## config.mk

```make
export PLATFORM = sky130hd
export DESIGN_NAME = mips_fetch_unit
export DESIGN_NICKNAME = d
export VERILOG_FILES = /design/src/rtl/mips_pkg.sv /design/src/rtl/npc_calc.sv /design/src/rtl/mips_fetch_unit.sv
export SDC_FILE = /design/constraint.sdc
export NUM_CORES = 1
export LEC_CHECK = 0
export ABC_CLOCK_PERIOD_IN_PS = 7800
export BUFFER_PORTS_ARGS = -buffer_cell sky130_fd_sc_hd__buf_2
export CAP_MARGIN = 20
export CORE_ASPECT_RATIO = 0.75
export CORE_MARGIN = 1
export CORE_UTILIZATION = 56
export DETAILED_ROUTE_END_ITERATION = 8
export PLACE_DENSITY_LB_ADDON = 0.15
export SYNTH_ARGS = -nofsm -noshare
export SYNTH_HDL_FRONTEND = slang
export SYNTH_SLANG_ARGS = --single-unit
```

## constraint.sdc

```tcl
create_clock -name clk -period 7.8 [get_ports clk]
set_input_delay 1.56 -clock clk [delete_from_list [all_inputs] [get_ports clk]]
set_output_delay 1.56 -clock clk [all_outputs]
set_load 0.005 [all_outputs]
```

## src/rtl/mips_pkg.sv

```systemverilog
// ---------------------------------------------------------------------------
// mips_pkg
//
// Shared definitions for the instruction-fetch slice of the multi-cycle MIPS
// core:
//   - fetch_state_t : fetch FSM state encoding (FETCH / HOLD / HALT)
//   - DEFAULT_*     : reset PC and legal text-segment window defaults
//   - IMM16_* / TARGET26_* : instruction field positions used by next-PC logic
//   - helper functions for branch offset, jump target and PC legality
// ---------------------------------------------------------------------------
package mips_pkg;

    typedef logic [1:0] fetch_state_t;

    localparam fetch_state_t FETCH = 2'd0;
    localparam fetch_state_t HOLD  = 2'd1;
    localparam fetch_state_t HALT  = 2'd2;

    localparam logic [31:0] DEFAULT_RESET_PC   = 32'h0000_3000;
    localparam logic [31:0] DEFAULT_TEXT_BASE  = 32'h0000_3000;
    localparam logic [31:0] DEFAULT_TEXT_LIMIT = 32'h0000_4000;

    localparam int IMM16_MSB    = 15;
    localparam int IMM16_LSB    = 0;
    localparam int TARGET26_MSB = 25;
    localparam int TARGET26_LSB = 0;

    // Branch displacement: sign-extended word offset converted to bytes.
    function automatic logic [31:0] branch_offset(input logic [15:0] imm);
        return {{14{imm[15]}}, imm, 2'b00};
    endfunction

    // Pseudo-direct jump target: keep the region bits of the sequential PC
    // and splice in the 26-bit word index.
    function automatic logic [31:0] jump_target(input logic [3:0]  region,
                                                input logic [25:0] target);
        return {region, target, 2'b00};
    endfunction

    // A fetch address must be word aligned and inside [base, limit).
    // Anything that wrapped past zero lands far outside the window and is
    // rejected by the same comparisons.
    function automatic logic pc_is_legal(input logic [31:0] addr,
                                         input logic [31:0] base,
                                         input logic [31:0] limit);
        return (addr[1:0] == 2'b00) && (addr >= base) && (addr < limit);
    endfunction

endpackage

```

## src/rtl/npc_calc.sv

```systemverilog
// ---------------------------------------------------------------------------
// npc_calc
//
// Combinational next-PC selection for the fetch unit.
//
// Ports:
//   pc_plus4  in  32  sequential successor of the current PC
//   instr     in  32  instruction currently held by fetch
//   npc_sel   in  1   non-sequential control from the decoder
//   j_ctl     in  1   j/jal absolute jump
//   jr_ctl    in  1   jr register jump
//   zero      in  1   ALU equality result (beq taken when set with npc_sel)
//   rs_data   in  32  register rs value for jr
//   next_pc   out 32  selected next PC
//   illegal   out 1   next_pc is misaligned or outside the text window
//
// Priority: jr, then j/jal, then taken beq, otherwise sequential.
// ---------------------------------------------------------------------------
module npc_calc
    import mips_pkg::*;
#(
    parameter logic [31:0] TEXT_BASE  = DEFAULT_TEXT_BASE,
    parameter logic [31:0] TEXT_LIMIT = DEFAULT_TEXT_LIMIT
) (
    input  logic [31:0] pc_plus4,
    input  logic [31:0] instr,
    input  logic        npc_sel,
    input  logic        j_ctl,
    input  logic        jr_ctl,
    input  logic        zero,
    input  logic [31:0] rs_data,
    output logic [31:0] next_pc,
    output logic        illegal
);

    logic [15:0] imm16;
    logic [25:0] target26;
    logic [31:0] branch_pc;
    logic [31:0] jump_pc;
    logic        unused_opcode;

    assign imm16    = instr[IMM16_MSB:IMM16_LSB];
    assign target26 = instr[TARGET26_MSB:TARGET26_LSB];

    // The opcode field is decoded upstream; only the immediate and target
    // fields matter for address generation.
    assign unused_opcode = ^instr[31:TARGET26_MSB+1];

    assign branch_pc = pc_plus4 + branch_offset(imm16);
    assign jump_pc   = jump_target(pc_plus4[31:28], target26);

    // Redirect priority. A beq with zero clear falls through to the
    // sequential PC just like a plain instruction.
    always_comb begin
        next_pc = pc_plus4;
        if (jr_ctl) begin
            next_pc = rs_data;
        end else if (j_ctl) begin
            next_pc = jump_pc;
        end else if (npc_sel && zero) begin
            next_pc = branch_pc;
        end
    end

    assign illegal = !pc_is_legal(next_pc, TEXT_BASE, TEXT_LIMIT);

endmodule

```

## src/rtl/mips_fetch_unit.sv

```systemverilog
// ---------------------------------------------------------------------------
// mips_fetch_unit
//
// Instruction-fetch stage of the multi-cycle MIPS core. Holds the PC, issues
// one request at a time to a variable-latency instruction memory and presents
// one instruction at a time to decode with a valid/accept handshake.
//
// Ports:
//   clk          in  1   core clock, rising-edge state updates
//   reset        in  1   synchronous active-high reset
//   imem_req     out 1   fetch request, held until imem_ready
//   imem_addr    out 32  fetch address (equals pc)
//   imem_ready   in  1   one-cycle pulse, imem_rdata valid
//   imem_rdata   in  32  fetched instruction word
//   instr        out 32  registered instruction presented to decode
//   pc           out 32  address of instr
//   pc_plus4     out 32  pc + 4 (jal link value)
//   instr_valid  out 1   instr/pc hold a fetched instruction
//   instr_accept in  1   decode retires instr; redirect inputs valid
//   npc_sel      in  1   non-sequential control
//   j_ctl        in  1   j/jal absolute jump
//   jr_ctl       in  1   jr register jump
//   zero         in  1   ALU equality result for beq
//   rs_data      in  32  register rs value for jr
//   pc_err       out 1   sticky illegal-next-PC flag, fetch halted
//
// FSM: FETCH waits for memory, HOLD waits for decode, HALT is terminal until
// reset.
// ---------------------------------------------------------------------------
module mips_fetch_unit
    import mips_pkg::*;
#(
    parameter logic [31:0] RESET_PC   = DEFAULT_RESET_PC,
    parameter logic [31:0] TEXT_BASE  = DEFAULT_TEXT_BASE,
    parameter logic [31:0] TEXT_LIMIT = DEFAULT_TEXT_LIMIT
) (
    input  logic        clk,
    input  logic        reset,
    output logic        imem_req,
    output logic [31:0] imem_addr,
    input  logic        imem_ready,
    input  logic [31:0] imem_rdata,
    output logic [31:0] instr,
    output logic [31:0] pc,
    output logic [31:0] pc_plus4,
    output logic        instr_valid,
    input  logic        instr_accept,
    input  logic        npc_sel,
    input  logic        j_ctl,
    input  logic        jr_ctl,
    input  logic        zero,
    input  logic [31:0] rs_data,
    output logic        pc_err
);

    fetch_state_t state;
    logic [31:0]  next_pc;
    logic         next_illegal;

    assign pc_plus4 = pc + 32'd4;

    // The request is masked during reset so the memory, which shares this
    // reset, never sees a request it is about to discard.
    assign imem_req    = (state == FETCH) && !reset;
    assign imem_addr   = pc;
    assign instr_valid = (state == HOLD);

    npc_calc #(
        .TEXT_BASE  (TEXT_BASE),
        .TEXT_LIMIT (TEXT_LIMIT)
    ) u_npc_calc (
        .pc_plus4 (pc_plus4),
        .instr    (instr),
        .npc_sel  (npc_sel),
        .j_ctl    (j_ctl),
        .jr_ctl   (jr_ctl),
        .zero     (zero),
        .rs_data  (rs_data),
        .next_pc  (next_pc),
        .illegal  (next_illegal)
    );

    // Fetch FSM together with the PC, instruction and error registers.
    // imem_ready is only honoured in FETCH and instr_accept only in HOLD, so
    // stray pulses in other states cannot disturb the held instruction.
    // An illegal redirect leaves pc on the offending instruction for debug.
    always_ff @(posedge clk) begin
        if (reset) begin
            state  <= FETCH;
            pc     <= RESET_PC;
            instr  <= 32'd0;
            pc_err <= 1'b0;
        end else begin
            case (state)
                FETCH: begin
                    if (imem_ready) begin
                        instr <= imem_rdata;
                        state <= HOLD;
                    end
                end
                HOLD: begin
                    if (instr_accept) begin
                        if (next_illegal) begin
                            pc_err <= 1'b1;
                            state  <= HALT;
                        end else begin
                            pc    <= next_pc;
                            state <= FETCH;
                        end
                    end
                end
                HALT: begin
                    state <= HALT;
                end
                default: begin
                    state <= HALT;
                end
            endcase
        end
    end

endmodule

```

==> results of run 1 <==
[worst min-delay path: cells and delay by family (launching register included)]
kind            cells  cell delay [ns]
compound gates      1             0.05
buf+inv             1             0.05
flops               1             0.31
[layout make-up]
cell class                 instances  area [sq um]  share of cell area (%)
clock buffer                      10         229.0                   3.274
clock inverter                     5         55.05                  0.7871
inverter                          11         41.29                  0.5903
timing repair buffer             205          1049                   14.99
multi-input combinational        645          4109                   58.75
tap                              136         170.2                   2.433
sequential                        67          1341                   19.18
[path summary, 6_finish.rpt]
| check | to | startpoint | slack (ns) |
|---|---|---|---|
| setup / recovery | imem_addr[18] | imem_addr[2] | 1.33 |
| hold / removal | pc_err | pc_err | 0.46 |
| setup reg to reg | imem_addr[18] | imem_addr[2] | 1.33 |
| hold reg to reg | pc_err | pc_err | 0.46 |
[flip-flops by register name, indices dropped and copies added, names as in the netlist]
register   cells
imem_addr     32
instr         32
state          2
pc_err         1
[power by group through the flow]
stage	Sequential, mW	Combinational [mW]	Clock [mW]
floorplan	0.374	0.102	0
global placement	0.377	0.164	0
detailed placement	0.378	0.165	0
CTS	0.371	0.167	0.396
global route	0.373	0.190	0.414
finish	0.371	0.177	0.399
[through the flow]
stage | cells | setup slack, ns
5_1_grt | 1079 | 1.097
4_1_cts | 1077 | 1.620
6_report | 1079 | 1.333
2_1_floorplan | 806 | 2.875
3_3_place_gp | 1062 | 1.562
3_5_place_dp | 1062 | 1.680
[layer usage]
metal / GRT usage (%) / up-vias / share of wire, % / routed length (microns)
li1: - / 3224 / - / -
met1: 58.63 / 3346 / 42 / 9870
met2: 61.29 / 568 / 41 / 9681
met3: 14.07 / 86 / 14 / 3344
met4: 16.15 / 0 / 3.7 / 873
met5: 0 / - / 0 / 0
[cell families (layout without fill, tap and decap cells)]
| family | Yosys count | in the layout | share of synthesized area, % |
|---|---|---|---|
| xor+xnor | 38 | 38 | 5.608 |
| buf+inv | 94 | 231 | 8.244 |
| flops | 67 | 67 | 22.60 |
| compound gates | 229 | 229 | 25.89 |
| fa+ha+maj | 32 | 32 | 6.873 |
| simple gates | 336 | 336 | 29.05 |
| mux | 10 | 10 | 1.729 |
[placed cells by master (no fill, tap or decap), types with 7 or more instances in the layout]
| cell | netlist | final |
|---|---|---|
| nand3_1 | 20 | 20 |
| o31ai_1 | 9 | 9 |
| mux2i_1 | 8 | 8 |
| o21ai_0 | 34 | 34 |
| a21o_1 | 8 | 8 |
| a21oi_1 | 82 | 82 |
| xor2_1 | 18 | 18 |
| dfxtp_1 | 67 | 67 |
| inv_1 | 10 | 10 |
| nor3_1 | 22 | 21 |
| nand4_1 | 28 | 28 |
| or3_1 | 7 | 7 |
| nand2_1 | 132 | 132 |
| o21a_1 | 13 | 13 |
| clkbuf_16 | 0 | 9 |
| o211ai_1 | 9 | 9 |
| nor2_1 | 37 | 37 |
| and2_1 | 7 | 7 |
| xnor2_1 | 20 | 20 |
| ha_1 | 31 | 31 |
| nor4_1 | 13 | 13 |
| and4_1 | 9 | 9 |
| buf_2 | 1 | 202 |
| nor3b_1 | 20 | 20 |
| and3_1 | 8 | 8 |
| nand2b_1 | 8 | 8 |
==> metrics, run 1 <==
CP startpoint kind register; combinational group share of total power 18.7%; Buf/Inv on CP 1; largest net degree at the start of global routing 61; Worst-Margin Slew 1.075 ns; post-CTS setup buffers 0; Congestion Overflow GR 0; WL/cell 22.03 microns; DR vias/cell 6.695; largest area contributor in the netlist dfxtp_1; placed instance area 6680 sq um; Int Power 0.6663 mW; final cycle utilization of the critical path 82.91%; LEAKAGE 3.224 nW; PwrDens 135.6 nW/um^2; FF+latch count, synth 67; max_cap viols 0; final instance area 6994 sq um; worst IR drop on VDD 0.1334 mV; setup violators final 0; Total Power 0.9484 mW; clock-pin slew on the worst setup and hold paths 0.06 ns; starting density of the core 57.67%; delay-heaviest family, CP simple AND/OR/NAND/NOR gates; antenna violations before repair 0; Worst Path Max Fanout 22; Util after Layout 67.97%; Yosys top cell area share 22.60%; crit path time final 6.467 ns; layout cell share with drive strength beyond 1 24.92%; fillers 831; final hold vios 0; Port-buffer cells 202; ys async rst share 0%; EDFF count, synth 0; Post-Syn Area 5934 sq um; GRT Total Usage 42.73%; Crit path required time 7.95 ns; initial DRC count 1085; Achievable Freq 154.6 MHz; WP depth 17; critical path class reg2reg; sequential power share 39.2%; Main synth FF type dfxtp_1; clk_skew 0.01012 ns; CTS sink cnt 67; Hold WC Path Type reg2reg; hold path depth 2; CP endpoint kind register; CTS tree done; Cells after Synth 806; post-cts sizing count 0; first-pass GRT wire length 36.38 mm; diode count 0; die height 91.15 microns; CP Cell Sequence ha_1 -> nand3_1 -> or4_1 -> nor3_1 -> xor2_1 -> ha_1 -> a21oi_1 -> o21ai_0 -> nand3b_1 -> nand4_1 -> a211o_1 -> nor4_1 -> nand4_1 -> or4b_4 -> nor3_2 -> buf_4 -> nor3b_1; worst relative slew slack 27.35%; drt pass-1 iters 9; setup repair after global routing missed its margin no; GP Congestion 1.093; mean post-synth cell area 7.363 sq um; DRC violations left 1; Synth cell types 72; Critical-path top delay cell or4_1; sw frac 29.74%; post-layout net count 1043; worst-skew pair later-pin latency 0.33 ns; quantity of hold-fixing buffers added after cts 0; syn_nets 910; Area contributors post-synth dfxtp_1 23%, nand2_1 8.3%, a21oi_1 6.9%; top-count cell post-synth nand2_1; Antenna Nets Post-Route 0; Synth Warn # 0; Clock Tree Buf Depth 2; failing checks DRC; Std-Cell Rows 32; worst reg2reg path depth 17; final wirelength 23.77 mm; die span in x 120.9 microns; H-tree Lvls 3; Crit path largest cell delay 0.70 ns; Num CTS Buffers 9; die area 11020 sq um; Commonest cells post-synth 132 x nand2_1, 82 x a21oi_1, 67 x dfxtp_1; crit path DAT 6.62 ns; Core Area 10290 sq um; status complete, but fails checks; Hold Worst Slack 0.4573 ns; sequential-to-total area share from yosys stat 22.60%; io pins 203; Final HPWL DP 18.10 mm; area grow syn2layout 17.86%; DR vias 7224; setup TNS 0 ns; switching power total 0.2821 mW; root buffer selected by CTS clkbuf_16; fin. max-slew vios 0; number of global-route vias before repair 6460; Clk pwr share 42.1%
No activity file was read; power rests on OpenSTA's default activity.
==> run 2, diff against run 1 <==
--- a/config.mk
+++ b/config.mk
@@ -5,12 +5,12 @@
 export SDC_FILE = /design/constraint.sdc
 export NUM_CORES = 1
 export LEC_CHECK = 0
-export ABC_CLOCK_PERIOD_IN_PS = 7800
+export ABC_CLOCK_PERIOD_IN_PS = 6600
 export BUFFER_PORTS_ARGS = -buffer_cell sky130_fd_sc_hd__buf_2
 export CAP_MARGIN = 20
 export CORE_ASPECT_RATIO = 0.75
 export CORE_MARGIN = 1
-export CORE_UTILIZATION = 56
+export CORE_UTILIZATION = 52
 export DETAILED_ROUTE_END_ITERATION = 8
 export PLACE_DENSITY_LB_ADDON = 0.15
 export SYNTH_ARGS = -nofsm -noshare
==> constraint.sdc (replaced) <==
create_clock -name clk -period 6.6 [get_ports clk]
set_input_delay 1.32 -clock clk [delete_from_list [all_inputs] [get_ports clk]]
set_output_delay 1.32 -clock clk [all_outputs]
set_load 0.005 [all_outputs]
==> run 2 against run 1 <==
  * The flow still finishes with violations (DRC)
  * Die area up 7.5%
  * Clock-buffer cell count decreased by 1
  * Cell count is 0.93% higher
  * Maximum frequency is 11% higher
  * Sequential power up 18%
  * Clock power increased by 16%
  * Core utilization shrank 4.2 points
  * Hold slack got worse by 0.012 ns
  * Wire length decreased by 7.5%
  * Global-route usage is 6.4 points lower
  * First-iteration DRC count shrank 31%
  * Flip-flop and latch count is the same
  * Critical endpoint is now imem_addr[10]
  * Largest cell class unchanged
  * Highest routed layer unchanged
==> metrics, run 2 (same netlist as run 1, synthesis figures left out) <==
post-layout net count 1048 (+0.48%); CTS sink cnt 67 (unchanged); die span in x 125.4 microns (+3.7%); WL/cell 20.19 microns (-8.3%); GRT Max-Usage Layer met1; Util after Layout 63.78% (-4.2 points); diode count 0 (unchanged); register area 1341 sq um (unchanged); CP startpoint kind register; H-tree Lvls 3 (unchanged); worst relative slew slack 21.26% (-6.1 points); failing checks DRC; Clock Tree Buf Depth 2 (unchanged); fin. max-slew vios 0 (unchanged); clock-pin slew on the worst setup and hold paths 0.06 ns (about the same); CP endpoint kind register; first-pass GRT wire length 32.95 mm (-9.4%); Achievable Freq 170.9 MHz (+11%); die area 11850 sq um (+7.5%); Worst Path Max Fanout 14 (-36%); GP Congestion 1.014 (-7.2%); DRC violations left 2 (+1); Worst-Margin Slew 1.165 ns (+0.09020 ns); layout cell share with drive strength beyond 1 25.50% (+0.58 points); initial DRC count 748 (-31%); drt pass-1 iters 8 (-1); DR vias/cell 6.313 (-5.7%); post-cts sizing count 0 (unchanged); Hold WC Path Type reg2reg; most frequent cells in the layout 202 x buf_2, 132 x nand2_1, 82 x a21oi_1, 67 x dfxtp_1, 37 x nor2_1; Multi-input gate area 4109 sq um (unchanged); antenna violations before repair 0 (unchanged); delay-heaviest family, CP simple AND/OR/NAND/NOR gates; Port-buffer cells 202 (unchanged); CP Cell Sequence ha_1 -> nand3_1 -> or4_1 -> nor3_1 -> xor2_1 -> ha_1 -> a21oi_1 -> o21ai_0 -> a32oi_1 -> nand4_1 -> a211o_1 -> nor4_1 -> nand4_1 -> or4b_4 -> or4_1 -> o211a_1; crit path DAT 6.08 ns (-0.54 ns); Critical-path top delay cell or4_1; clk_skew 0.008224 ns (-0.001893 ns); most common cell after layout, fill and taps aside buf_2; Std-Cell Rows 33 (+3.1%); GR Util met1 53.04% (-5.6 points); final hold vios 0 (unchanged); Core Area 11020 sq um (+7.1%); setup repair after global routing missed its margin no; io pins 203 (unchanged); # placed instances 1071 (+0.85%); GRT Total Usage 36.30% (-6.4 points); Crit path largest cell delay 0.69 ns (about the same); crit path time final 5.851 ns (-0.6156 ns); Final HPWL DP 17.15 mm (-5.3%); LEAKAGE 3.248 nW (+0.72%); worst IR drop on VDD 0.1413 mV (+6.0%); root buffer selected by CTS clkbuf_16; PwrDens 157.3 nW/um^2 (+16%); Buf/Inv on CP 0 (-1); status complete, but fails checks; setup violators final 0 (unchanged); max_cap viols 0 (unchanged); post-CTS setup buffers 0 (unchanged); Antenna Nets Post-Route 0 (unchanged); largest net degree at the start of global routing 61 (unchanged); DR vias 6875 (-4.8%); worst-skew pair later-pin latency 0.34 ns (about the same); Crit path required time 6.83 ns (-1.12 ns); Non-Filler Instances 1089 (+0.93%); CTS tree done; setup TNS 0 ns (unchanged); fillers 1025 (+23%); met3 usage 9.405% (-4.7 points); area grow syn2layout 18.49%; Congestion Overflow GR 0 (unchanged); final wirelength 21.99 mm (-7.5%); met2 GRT Util 51.96% (-9.3 points); Num CTS Buffers 9 (unchanged); critical path class reg2reg; final cycle utilization of the critical path 88.66% (+5.7 points); die height 94.52 microns (+3.7%); number of global-route vias before repair 5824 (-9.8%); starting density of the core 53.83% (-3.8 points); quantity of hold-fixing buffers added after cts 0 (unchanged); Total Power 1.106 mW (+17%)
[run 2: cell types whose count changed in the layout (fill, tap and decap cells not counted), sizes merged]
cell / change
buf: +5
clkinv: +2
bufinv: -1
clkbuf: -1
inv: +1
[run 2: per-stage QoR]
| stage | setup WS [ns] | cell area [sq um] | hold slack (ns) |
|---|---|---|---|
| 2_1_floorplan | 1.675 | 5934 | 0.4421 |
| 3_3_place_gp | 1.062 | 6723 | 0.4345 |
| 3_5_place_dp | 0.8959 | 6723 | 0.4401 |
| 4_1_cts | 0.8523 | 7002 | 0.4492 |
| 5_1_grt | 0.3750 | 7032 | 0.4694 |
| 6_report | 0.7487 | 7032 | 0.4454 |
[run 2: power breakdown]
part | switching (mW) | internal, mW
sequential | 0.0188 | 0.419
combinational | 0.126 | 0.0809
clock | 0.205 | 0.257
[run 2: final cells by class]
class                           instances  share of cell area, %
Sequential cell                        67                  19.07
Clock inverter                          7                 0.7651
Inverter                               11                 0.5872
Clock buffer                            9                  3.203
Multi-Input combinational cell        645                  58.43
Timing Repair Buffer                  210                  15.44
Tap cell                              140                  2.491
[run 2: layer usage]
layer | wire (microns) | vias to the layer above
met5 | 0 | -
met2 | 8982 | 411
met4 | 369 | 0
met3 | 2700 | 46
li1 | - | 3244
met1 | 9940 | 3174
[run 2: tightest hold or removal path, delay by kind of cell, from the launching register on]
family / cells / cell delay [ns]
buf+inv: 1 / 0.05
flops: 1 / 0.31
compound gates: 1 / 0.05
[run 2: worst paths after layout]
kind | startpoint | end | slack, ns | depth (start not counted)
min | pc_err | pc_err | 0.45 | 2
min reg2reg | pc_err | pc_err | 0.45 | 2
max | imem_addr[2] | imem_addr[10] | 0.75 | 16
max reg2reg | imem_addr[2] | imem_addr[10] | 0.75 | 16
==> run 3, diff against run 2 <==
--- a/config.mk
+++ b/config.mk
@@ -10,7 +10,7 @@
 export CAP_MARGIN = 20
 export CORE_ASPECT_RATIO = 0.75
 export CORE_MARGIN = 1
-export CORE_UTILIZATION = 52
+export CORE_UTILIZATION = 30
 export DETAILED_ROUTE_END_ITERATION = 8
 export PLACE_DENSITY_LB_ADDON = 0.15
 export SYNTH_ARGS = -nofsm -noshare
==> run 3 against run 2 <==
  * The run now ends clean
  * Hold slack gained 0.0063 ns
  * First-iteration DRC count shrank 22%
  * Cell count grew 11%
  * Critical endpoint is now imem_addr[21]
  * Via count shrank 2.0%
  * Total power grew 4.1%
  * Die area grew 72%
==> metrics, run 3 (same netlist as run 1, synthesis figures left out) <==
clock-pin slew on the worst setup and hold paths 0.06 ns (about the same); R2R Path Start imem_addr[2]; CTS tree done; Crit path largest cell delay 0.71 ns (+0.02 ns); Num CTS Buffers 9 (unchanged); diode count 0 (unchanged); Achievable Freq 166.2 MHz (-2.7%); DRC violations left 0 (-2); crit path DAT 6.22 ns (+0.14 ns); root buffer selected by CTS clkbuf_16; Core Area 19380 sq um (+76%); CP endpoint kind register; critical path class reg2reg; worst-skew pair later-pin latency 0.34 ns (about the same); final cycle utilization of the critical path 91.14% (+2.5 points); Std-Cell Rows 44 (+33%); worst hold path startpoint instr[30]; worst relative slew slack 36.09% (+15 points); max_cap viols 0 (unchanged); Hold WC Path Type reg2reg; status finished clean; largest net degree at the start of global routing 61 (unchanged); LEAKAGE 3.282 nW (+1.1%); DP Worst Slack 0.7065 ns (-0.1894 ns); number of global-route vias before repair 6107 (+4.9%); clk_skew 0.006484 ns (-0.001740 ns); Antenna Nets Post-Route 0 (unchanged); area grow syn2layout 21.65%; worst IR drop on VDD 0.1234 mV (-13%); Worst Path Max Fanout 28 (+14); Congestion Overflow GR 0 (unchanged); setup TNS 0 ns (unchanged); most common cell after layout, fill and taps aside buf_2; setup repair after global routing missed its margin no; post-CTS setup buffers 0 (unchanged); Critical-path top delay cell or4_1; post-cts sizing count 0 (unchanged); first-pass GRT wire length 36.44 mm (+11%); quantity of hold-fixing buffers added after cts 0 (unchanged); io pins 203 (unchanged); crit path launch imem_addr[2]; final wirelength 24.30 mm (+10%); die span in x 164.4 microns (+31%); final worst setup slack 0.5848 ns (-0.1639 ns); Crit path required time 6.80 ns (-0.03 ns); most frequent cells in the layout 203 x buf_2, 132 x nand2_1, 82 x a21oi_1, 67 x dfxtp_1, 37 x nor2_1; Clock Tree Buf Depth 2 (unchanged); GP Congestion 0.9745 (-3.9%); GRT Total Usage 23.99% (-12 points); die height 123.8 microns (+31%); H-tree Lvls 3 (unchanged); CP Cell Sequence ha_1 -> nand3_1 -> or4_1 -> nor3_1 -> xor2_1 -> ha_1 -> a21oi_1 -> o21ai_0 -> a32oi_1 -> nand4_1 -> a211o_1 -> nor4_1 -> nand4_1 -> or4b_4 -> nor3_2 -> buf_4 -> nor3b_1; DR vias/cell 5.587 (-12%); CTS sink cnt 67 (unchanged); post-layout net count 1052 (+0.38%); drt pass-1 iters 7 (-1); Final HPWL DP 19.22 mm (+12%); die area 20350 sq um (+72%); crit path time final 6.015 ns (+0.1639 ns); layout cell share with drive strength beyond 1 25.81% (+0.31 points); Worst-Margin Slew 0.9563 ns (-0.2089 ns); fin. max-slew vios 0 (unchanged); initial DRC count 582 (-22%); CP startpoint kind register; Port-buffer cells 202 (unchanged); WL/cell 20.15 microns (-0.22%); setup violators final 0 (unchanged); PwrDens 159.5 nW/um^2 (+1.4%); final hold vios 0 (unchanged); DR vias 6738 (-2.0%); starting density of the core 30.62% (-23 points); antenna violations before repair 0 (unchanged)
==> run 3: cell count changes in the layout (fill, tap and decap cells not counted), sizes merged <==
cell | previous run | this run
buf | 210 | 214
bufinv | 0 | 1
clkbuf | 9 | 11
clkinv | 5 | 3
clkinvlp | 2 | 1
==> run 3: layout make-up <==
type                    count  area (sq um)
fillers                  2131         12160
multi-input cells         645          4109
flip-flops and latches     67          1341
repair buffers            214          1099
well taps                 253         316.6
clock buffers              11         252.7
clock inverters             5         60.06
inverters                  11         41.29
==> run 3: per-stage QoR <==
stage	util (%)	cells	area [sq um]	power (mW)	hold WS [ns]
finish	37.25	1206	7219	1.151	0.4517
global route	37.25	1206	7219	1.201	0.4652
CTS	37.25	1206	7219	1.161	0.4537
detailed placement	35.64	1190	6907	0.6516	0.4455
global placement	35.61	1189	6902	0.6544	0.4330
floorplan	-	806	5934	0.5632	0.4421
==> run 3: critical path, delay by kind of cell, from the launching register on <==
family,cells,cell delay (ns)
AOI/OAI and AO/OA,4,0.97
xor gates and xnor gates,1,0.53
adders and majority gates,2,0.69
buffers and inverters,1,0.36
DFF,1,0.47
and+or+nand+nor,9,2.84
==> run 3: power breakdown <==
part	leakage [nW]	internal (mW)	switching [mW]	total, mW
Clock	0.152	0.314	0.191	0.505
Combinational	2.59	0.0795	0.130	0.210
Sequential	0.545	0.420	0.0172	0.437
Total	3.28	0.813	0.338	1.15
==> run 3: routing by layer <==
layer | GRT usage, % | vias up | part of all wire (%)
met5 | 0 | - | 0
met4 | 5.505 | 0 | 1.5
met3 | 6.627 | 24 | 9.5
met2 | 34.97 | 321 | 42
met1 | 34.60 | 3146 | 47
li1 | - | 3247 | -
==> run 3: path summary, 6_finish.rpt <==
kind | endpoint | slack, ns | cells past startpoint
max | imem_addr[21] | 0.58 | 17
min | instr[30] | 0.45 | 2
max reg2reg | imem_addr[21] | 0.58 | 17
min reg2reg | instr[30] | 0.45 | 2
